## src/rtl/dmem_arbiter.sv

```systemverilog
// Two-port arbiter in front of a single-port synchronous data memory (core C, host H).
// Define DMEM_ARB_RR_EN for round-robin contention; otherwise fixed priority C over H.
`ifndef H
`define H 15
`endif

module dmem_arbiter #(
  parameter int MAX_WAIT = 15,
  parameter int WCNT_W   = 8
) (
  input  logic        clk,
  input  logic        reset,
  input  logic        c_req,
  input  logic        c_we,
  input  logic [`H:0] c_addr,
  input  logic [`H:0] c_wd,
  output logic        c_gnt,
  output logic        c_rvalid,
  output logic [`H:0] c_rd,
  input  logic        h_req,
  input  logic        h_we,
  input  logic [`H:0] h_addr,
  input  logic [`H:0] h_wd,
  output logic        h_gnt,
  output logic        h_rvalid,
  output logic [`H:0] h_rd,
  output logic        mem_we,
  output logic [`H:0] mem_addr,
  output logic [`H:0] mem_wd,
  input  logic [`H:0] mem_rd
);

  localparam logic [WCNT_W-1:0] WAIT_MAX = WCNT_W'(MAX_WAIT);

  logic [WCNT_W-1:0] c_wait_q, c_wait_d;
  logic [WCNT_W-1:0] h_wait_q, h_wait_d;
  logic              last_h_q, last_h_d;
  logic              c_rvalid_q, c_rvalid_d;
  logic              h_rvalid_q, h_rvalid_d;
  logic [`H:0]       c_rd_q, c_rd_d;
  logic [`H:0]       h_rd_q, h_rd_d;

  logic c_force, h_force, c_win;

  assign c_force = c_req && (c_wait_q == WAIT_MAX);
  assign h_force = h_req && (h_wait_q == WAIT_MAX);

  // A starved port wins outright; two starved ports fall back to "not granted last".
  always_comb begin
    c_win = 1'b0;
    c_gnt = 1'b0;
    h_gnt = 1'b0;
    if (c_req && h_req) begin
      if (c_force && h_force) begin
        c_win = last_h_q;
      end else if (c_force) begin
        c_win = 1'b1;
      end else if (h_force) begin
        c_win = 1'b0;
      end else begin
`ifdef DMEM_ARB_RR_EN
        c_win = last_h_q;
`else
        c_win = 1'b1;
`endif
      end
      c_gnt = c_win;
      h_gnt = !c_win;
    end else begin
      c_gnt = c_req;
      h_gnt = h_req;
    end
    if (reset) begin
      c_gnt = 1'b0;
      h_gnt = 1'b0;
    end
  end

  always_comb begin
    mem_we   = 1'b0;
    mem_addr = '0;
    mem_wd   = '0;
    if (c_gnt) begin
      mem_we   = c_we;
      mem_addr = c_addr;
      mem_wd   = c_wd;
    end else if (h_gnt) begin
      mem_we   = h_we;
      mem_addr = h_addr;
      mem_wd   = h_wd;
    end
  end

  always_comb begin
    c_wait_d = c_wait_q;
    h_wait_d = h_wait_q;
    last_h_d = last_h_q;
    if (!c_req || c_gnt) begin
      c_wait_d = '0;
    end else if (c_wait_q < WAIT_MAX) begin
      c_wait_d = c_wait_q + WCNT_W'(1);
    end
    if (!h_req || h_gnt) begin
      h_wait_d = '0;
    end else if (h_wait_q < WAIT_MAX) begin
      h_wait_d = h_wait_q + WCNT_W'(1);
    end
    if (h_gnt) begin
      last_h_d = 1'b1;
    end else if (c_gnt) begin
      last_h_d = 1'b0;
    end
  end

  // Read data is taken straight from memory in the return cycle and held afterwards.
  always_comb begin
    c_rvalid_d = c_gnt && !c_we;
    h_rvalid_d = h_gnt && !h_we;
    c_rd_d     = c_rvalid_q ? mem_rd : c_rd_q;
    h_rd_d     = h_rvalid_q ? mem_rd : h_rd_q;
  end

  always_ff @(posedge clk) begin
    if (reset) begin
      c_wait_q   <= '0;
      h_wait_q   <= '0;
      last_h_q   <= 1'b1;
      c_rvalid_q <= 1'b0;
      h_rvalid_q <= 1'b0;
      c_rd_q     <= '0;
      h_rd_q     <= '0;
    end else begin
      c_wait_q   <= c_wait_d;
      h_wait_q   <= h_wait_d;
      last_h_q   <= last_h_d;
      c_rvalid_q <= c_rvalid_d;
      h_rvalid_q <= h_rvalid_d;
      c_rd_q     <= c_rd_d;
      h_rd_q     <= h_rd_d;
    end
  end

  assign c_rvalid = c_rvalid_q && !reset;
  assign h_rvalid = h_rvalid_q && !reset;
  assign c_rd     = reset ? '0 : (c_rvalid_q ? mem_rd : c_rd_q);
  assign h_rd     = reset ? '0 : (h_rvalid_q ? mem_rd : h_rd_q);

endmodule

```

## config.mk

```make
export PLATFORM = sky130hd
export DESIGN_NAME = dmem_arbiter
export DESIGN_NICKNAME = d
export VERILOG_FILES = /design/src/rtl/dmem_arbiter.sv
export SDC_FILE = /design/constraint.sdc
export NUM_CORES = 1
export LEC_CHECK = 0
export ABC_AREA = 1
export CAP_MARGIN = 25
export CORE_ASPECT_RATIO = 1.25
export CORE_UTILIZATION = 37
export CTS_CLUSTER_DIAMETER = 40
export DETAILED_ROUTE_END_ITERATION = 10
export MAX_ROUTING_LAYER = met4
export PLACE_DENSITY = 0.81
export SLEW_MARGIN = 20
export SYNTH_ARGS = -nofsm -noshare
export SYNTH_HDL_FRONTEND = slang
export SYNTH_SLANG_ARGS = --single-unit
```

## constraint.sdc

```tcl
create_clock -name clk -period 2.05 [get_ports clk]
set_input_delay 0.3075 -clock clk [delete_from_list [all_inputs] [get_ports clk]]
set_output_delay 0.3075 -clock clk [all_outputs]
set_load 0.03 [all_outputs]
```

After elaboration in Yosys (flattened, before gate mapping)
Index checks and enable logic that the tools add are counted.

storage, ports and cells
  output and inout port bits = 69
  register bits after elaboration = 51
  logic and storage cells = 50
  RAM bits = 0
  bits in read-only memories = 0
  memories = 0
  latch bits = 0

cells by class
  eq/ne operators = 2
  multiply operators = 0
  reduce and logical (&&, ||, !) cells = 19
  mux-type cells = 18
  shifts and indexed selects = 0
  $lt $le $gt $ge = 2
  add/subtract/negate cells = 2
  divide/modulo/power cells = 0
  bitwise gates (word level) = 0

operator list
  operator             number
  $mux 16              8
  $add 8x1->8 const B  2
  $eq 8x4->1 const B   2
  $lt 8x4->1 const B   2
  $mux 1               10
  $logic_and 1x1->1    8
  $logic_not 1->1      6
  $reduce_or 2->1      3
  $logic_or 1x1->1     2

Longest topological paths before layout
  depth after elaboration = 11
  depth in mapped cells = 10
  gate-level depth less buffers = 9

Worst setup path before layout
No wires, ideal clock.

  path kind = register to output
  from = register h_wait_q[0]
  to = output h_gnt
  slack = 285 ps
  cell stages (with the launch flop) = 8
  arrival = 1458 ps
  buffers on the path = 0
  path through = dfxtp_1 -> ha_1 -> nand3_2 -> nor2_4 -> nand2_2 -> nand2_4 -> nand2_1 -> nor2_1

on the way
  cells in the longest elaborated chain, start to end = 9

ends and longest elaborated chain
  item                    line  source
  from (decl)             36    logic [WCNT_W-1:0] h_wait_q, h_wait_d;
  from (signal assigned)  134   h_wait_q <= h_wait_d;
  $eq 8x4->1 *            46    assign h_force = h_req && (h_wait_q == WAIT_MAX);
  $logic_and 1x1->1 *     46
  $mux 1                  58    end else if (h_force) begin
  $mux 1                  56    end else if (c_force) begin
  $mux 1 *                54    if (c_force && h_force) begin
  $mux 1 *                53    if (c_req && h_req) begin
  $logic_not 1->1 *       68    h_gnt = !c_win;
  $mux 1 *                53
  $mux 1 *                73    if (reset) begin
  to (decl)               24    output logic h_gnt,

Every way passes the cells marked *; elsewhere a longest branch is shown, timed or not. The select of a mux whose other input is x is not followed.

Worst setup path in the final report
  from = register c_wait_q[1]
  to = output mem_wd[3]

on the way
  cells in the longest elaborated chain, start to end = 10

ends and longest elaborated chain
  item                                                line    source
  from (decl)                                         35      logic [WCNT_W-1:0] c_wait_q, c_wait_d;
  from (signal assigned)                              133     c_wait_q <= c_wait_d;
  $eq 8x4->1 *                                        45      assign c_force = c_req && (c_wait_q == WAIT_MAX);
  $logic_and 1x1->1 *                                 45
  $mux 1 / $logic_and 1x1->1 (equally long branches)  56, 54
  $mux 1 *                                            54
  $mux 1 *                                            53
  $logic_not 1->1                                     68
  $mux 1                                              53
  $mux 1                                              73
  $mux 16                                             87      end else if (h_gnt) begin
  $mux 16 *                                           83      if (c_gnt) begin
  to (decl)                                           29      output logic [`H:0] mem_wd,

Marked as above.

==> results_tabular.tex <==
\begin{tabular}{lr}
\hline
Metric & Value \\
\hline
\multicolumn{2}{l}{\textbf{Timing}} \\
\quad Setup repair after global routing missed its margin & true \\
\quad Share of the clock period used by the worst path & 1.06 \\
\quad Worst-Margin Slew & $\sim$330 ps \\
\quad Maximum achievable frequency & between 400 and 500 MHz \\
\quad Worst clock skew & 9.11 ps \\
\quad Sum of negative setup slack & -2050 ps \\
\quad Worst slew margin & 0.778 \\
\quad Minimum setup slack in the final design & -117 ps \\
\quad Final critical path time including I/O delays and setup & between 2000 and 2500 ps \\
\quad Worst hold slack & roughly 440 ps \\
\quad Number of setup violations in the final report & 33 \\
\quad Count of pins over their slew limit & 0 \\
\quad Count of final hold-check violations & 0 \\
\multicolumn{2}{l}{\textbf{Cells and area}} \\
\quad Count of nets after finishing & about 610 \\
\quad Most common cell after layout, fill and taps aside & sky130\_fd\_sc\_hd\_\_clkdlybuf4s50\_1 \\
\quad Most used cells in the layout excluding fill and tap cells & sky130\_fd\_sc\_hd\_\_clkdlybuf4s50\_1 (84), sky130\_fd\_sc\_hd\_\_nor2\_1 (82), sky130\_fd\_sc\_hd\_\_buf\_4 (54) \\
\quad Antenna diode count & 0 \\
\quad Synth-to-layout area growth & 88.3\% \\
\quad Final design utilization & 0.736 \\
\quad Fraction of final layout cells with drive strength greater than 1 & 0.309 \\
\quad Final non-filler cell total & between 600 and 700 \\
\multicolumn{2}{l}{\textbf{Pwr}} \\
\quad Cell internal pwr & about 1900 uW \\
\quad Part of the total power dissipated in sequential elements & 0.396 \\
\quad PD cells & roughly 560 mW/mm2 \\
\quad IR Drop Worst-Case VDD & just under 500 uV \\
\quad Combinational Power Share & 0.294 \\
\quad Lkg Pwr & between 0.002 and 0.0025 uW \\
\quad Switching share of total power & 0.278 \\
\quad Clock power share & 0.310 \\
\quad P\_sw & about 720 uW \\
\multicolumn{2}{l}{\textbf{Logic synthesis}} \\
\quad Cell variety after synth & 25 \\
\quad Register bit count reported by yosys & 51 \\
\quad Post-Synthesis Cells & about 350 \\
\quad Total nets after synthesis & between 400 and 500 \\
\quad Sequential-to-total area share from yosys stat & 0.413 \\
\quad Count of yosys warnings during synthesis & 0 \\
\quad Syn\_area\_per\_cell & $\sim$7.0 um2 \\
\quad Netlist area before placement & 0.00247 mm2 \\
\multicolumn{2}{l}{\textbf{Setup path}} \\
\quad Critical-path maximum fanout & 8 \\
\quad Launching point of the worst reg2reg path & h\_wait\_q[1]\$\_SDFFE\_PP0N\_ \\
\quad Worst EP arrival & between 1500 and 2000 ps \\
\quad Capture instance of the worst register-to-register path & h\_rvalid\_q\$\_SDFF\_PP0\_ \\
\quad Crit end category & output pin \\
\quad Reg2reg path depth & 9 \\
\quad Required time at the worst-slack endpoint & between 1500 and 2000 ps \\
\quad Worst setup slack for register-to-register paths & between 400 and 500 ps \\
\quad Worst Setup Path Type & flip-flop to output pin \\
\quad Startpoint type of the worst setup path & flip-flop \\
\multicolumn{2}{l}{\textbf{Die}} \\
\quad Floorplan die area & roughly 0.007 mm2 \\
\quad Number of standard-cell rows in the floorplan & 32 \\
\quad Die W & roughly 75 um \\
\quad Starting density of the core & 0.391 \\
\quad Number of top-level pins & about 160 \\
\quad Die extent in y & 93.4 um \\
\quad Placeable core area & 0.00633 mm2 \\
\multicolumn{2}{l}{\textbf{Drt}} \\
\quad WL per Instance & around 15 um \\
\quad Ratio of routed vias to standard cells & around 5 \\
\quad DRT Wirelength & slightly above 9000 um \\
\quad ANT nets after route & 0 \\
\quad 1st-pass router iterations & 4 \\
\quad Count of vias placed by the detailed router & 3045 \\
\quad DR DRC count & 0 \\
\quad Iteration-0 DRC Markers & around 100 \\
\multicolumn{2}{l}{\textbf{GRT}} \\
\quad Pin count of the biggest net entering global routing & between 60 and 70 \\
\quad GR Util All Layers & 0.248 \\
\quad Wire length of the first global-routing pass & roughly 13000 um \\
\quad Vias in the first global route & just under 3000 \\
\quad Aggregate global routing overflow & 0 \\
\quad Initial antenna violation count & 0 \\
\multicolumn{2}{l}{\textbf{Min path}} \\
\quad Count of cells along the worst hold path & 2 \\
\quad Worst min-delay path class & flip-flop to flip-flop \\
\quad End of the worst hold path & c\_wait\_q[7]\$\_SDFFE\_PP0N\_ \\
\quad Worst hold start & c\_wait\_q[7]\$\_SDFFE\_PP0N\_ \\
\multicolumn{2}{l}{\textbf{Placed design}} \\
\quad GPL Wtd Cong & between 0.7 and 0.8 \\
\quad Detailed placer's ending HPWL & approximately 6100 um \\
\quad IO buf count & around 150 \\
\quad Number of cells after detailed placement & 590 \\
\multicolumn{2}{l}{\textbf{Status}} \\
\quad Outcome & finished, violations left \\
\quad Violations in the final reports & negative setup slack \\
\multicolumn{2}{l}{\textbf{Clocking}} \\
\quad Max clock buf depth & 2 \\
\quad Clock-pin slew of the registers on the worst-case setup and hold paths & around 90 ps \\
\quad Clock tree from TritonCTS & yes \\
\quad Hold buffers post-CTS & 0 \\
\quad Root buffer cell & sky130\_fd\_sc\_hd\_\_clkbuf\_8 \\
\quad Clock latency at the later pin of the worst-skew pair & 300 ps \\
\quad Number of buffers added by the clock tree synthesis step & 5 \\
\quad Number of clock sinks & between 50 and 60 \\
\quad Maximum level of the CTS H-tree & 2 \\
\multicolumn{2}{l}{\textbf{Job}} \\
\quad Maximum Capacitance Violations & 0 \\
\hline
\end{tabular}
==> repair_timing <==
action | 4_1_cts | 5_1_grt
setup endpoints to repair | 36 | 35
cloned | 2 | 2
gates resized for setup | 63 | 32
buffers inserted | 5 | 3
hold endpoints to repair | 0 | 0
pin swaps | 12 | 14
==> cells in the mapped netlist <==
cell                       number  area share
sky130_fd_sc_hd__clkbuf_1      12       0.018
sky130_fd_sc_hd__nand3_1        5       0.010
sky130_fd_sc_hd__clkinv_1       2      0.0030
sky130_fd_sc_hd__dfxtp_1       51        0.41
sky130_fd_sc_hd__nor3_1         1      0.0020
sky130_fd_sc_hd__xnor2_1        1      0.0035
sky130_fd_sc_hd__ha_1           2       0.010
sky130_fd_sc_hd__nor2_2         3      0.0076
sky130_fd_sc_hd__or2_2          2      0.0051
sky130_fd_sc_hd__inv_1         14       0.021
sky130_fd_sc_hd__buf_6          5       0.023
sky130_fd_sc_hd__nand2_4        2      0.0091
sky130_fd_sc_hd__inv_4          1      0.0025
sky130_fd_sc_hd__nand4_1       36       0.091
sky130_fd_sc_hd__o21ai_0       34       0.069
sky130_fd_sc_hd__nor2_1        83        0.13
sky130_fd_sc_hd__nand2_2       10       0.025
sky130_fd_sc_hd__a21oi_1        7       0.014
sky130_fd_sc_hd__nand2_1       73        0.11
sky130_fd_sc_hd__buf_2          2      0.0040
sky130_fd_sc_hd__nand3_2        3       0.012
sky130_fd_sc_hd__buf_12         1      0.0081
sky130_fd_sc_hd__nor2_4         1      0.0046
sky130_fd_sc_hd__xor2_1         1      0.0035
sky130_fd_sc_hd__buf_4          1      0.0030
==> logic make-up (layout without fill, tap and decap cells) <==
logic type,Yosys count,in the layout,synth area share
AND/OR/NAND/NOR,219,220,0.404
XOR/XNOR,2,2,0.00709
adder cells (fa/ha/maj),2,2,0.0101
flip-flops,51,51,0.413
AO/OA/AOI/OAI,41,41,0.0830
buffers and inverters,38,209,0.0830
==> sequential cells by signal, indices dropped and copies added, names as in the netlist <==
name        count
c_wait_q        8
h_rvalid_q      1
c_rd_q         16
h_wait_q        8
h_rd_q         16
last_h_q        1
c_rvalid_q      1
==> how the worst max path moves through the flow <==
stage	to	slack [ps]	startpoint
6_report	mem_wd[3]	-120	c_wait_q[1]$_SDFFE_PP0N_
5_1_grt	mem_wd[3]	-190	c_wait_q[1]$_SDFFE_PP0N_
4_1_cts	mem_wd[3]	-80	c_wait_q[0]$_SDFFE_PP0N_
3_5_place_dp	mem_wd[11]	-70	reset
3_3_place_gp	mem_wd[11]	-60	c_req
2_1_floorplan	h_gnt	280	h_wait_q[0]$_SDFFE_PP0N_
==> power groups by stage <==
stage / combinational, uW / clock [uW] / sequential [uW]
after detailed placement: 669 / 0 / 1060
after floorplan: 314 / 0 / 1050
after CTS: 728 / 818 / 1030
after global routing: 807 / 856 / 1030
final: 766 / 808 / 1030
after global placement: 666 / 0 / 1060
==> critical path, stage by stage (launching register included) <==
cell and delay, ps:
sky130_fd_sc_hd__dfxtp_4 370, sky130_fd_sc_hd__ha_4 140, sky130_fd_sc_hd__nand3_4 90, sky130_fd_sc_hd__nor2_4 140, sky130_fd_sc_hd__nand2_4 80, sky130_fd_sc_hd__nand3_4 90
sky130_fd_sc_hd__nand2_4 70, sky130_fd_sc_hd__inv_8 110, sky130_fd_sc_hd__buf_12 140, sky130_fd_sc_hd__nand2_1 70, sky130_fd_sc_hd__nand2_1 100, sky130_fd_sc_hd__buf_6 140
==> stage by stage <==
step,worst slack [ps],power (uW),instance area [um2]
2_1_floorplan,285,1370,2470
3_3_place_gp,-61.5,1720,4040
3_5_place_dp,-72.6,1730,4040
4_1_cts,-75.3,2580,4470
5_1_grt,-192,2700,4660
6_report,-117,2600,4660
==> routing by layer <==
layer  track usage  up-vias  routed length [um]
met5             -        -                   0
met3        0.0485       13                 851
met2         0.459      155                4640
met4        0.0723        0                 180
li1              -     1501                   -
met1         0.258     1376                3640
==> area by class of cell <==
type                       count  area (um2)
multi-input combinational    265        1440
tap                           85         106
sequential                    51        1030
inverter                      17        71.3
clock buffer                   6        72.6
clock inverter                 2        60.1
fill                         474        1670
timing repair buffer         184        1870
(Power assumes the default switching activity.)
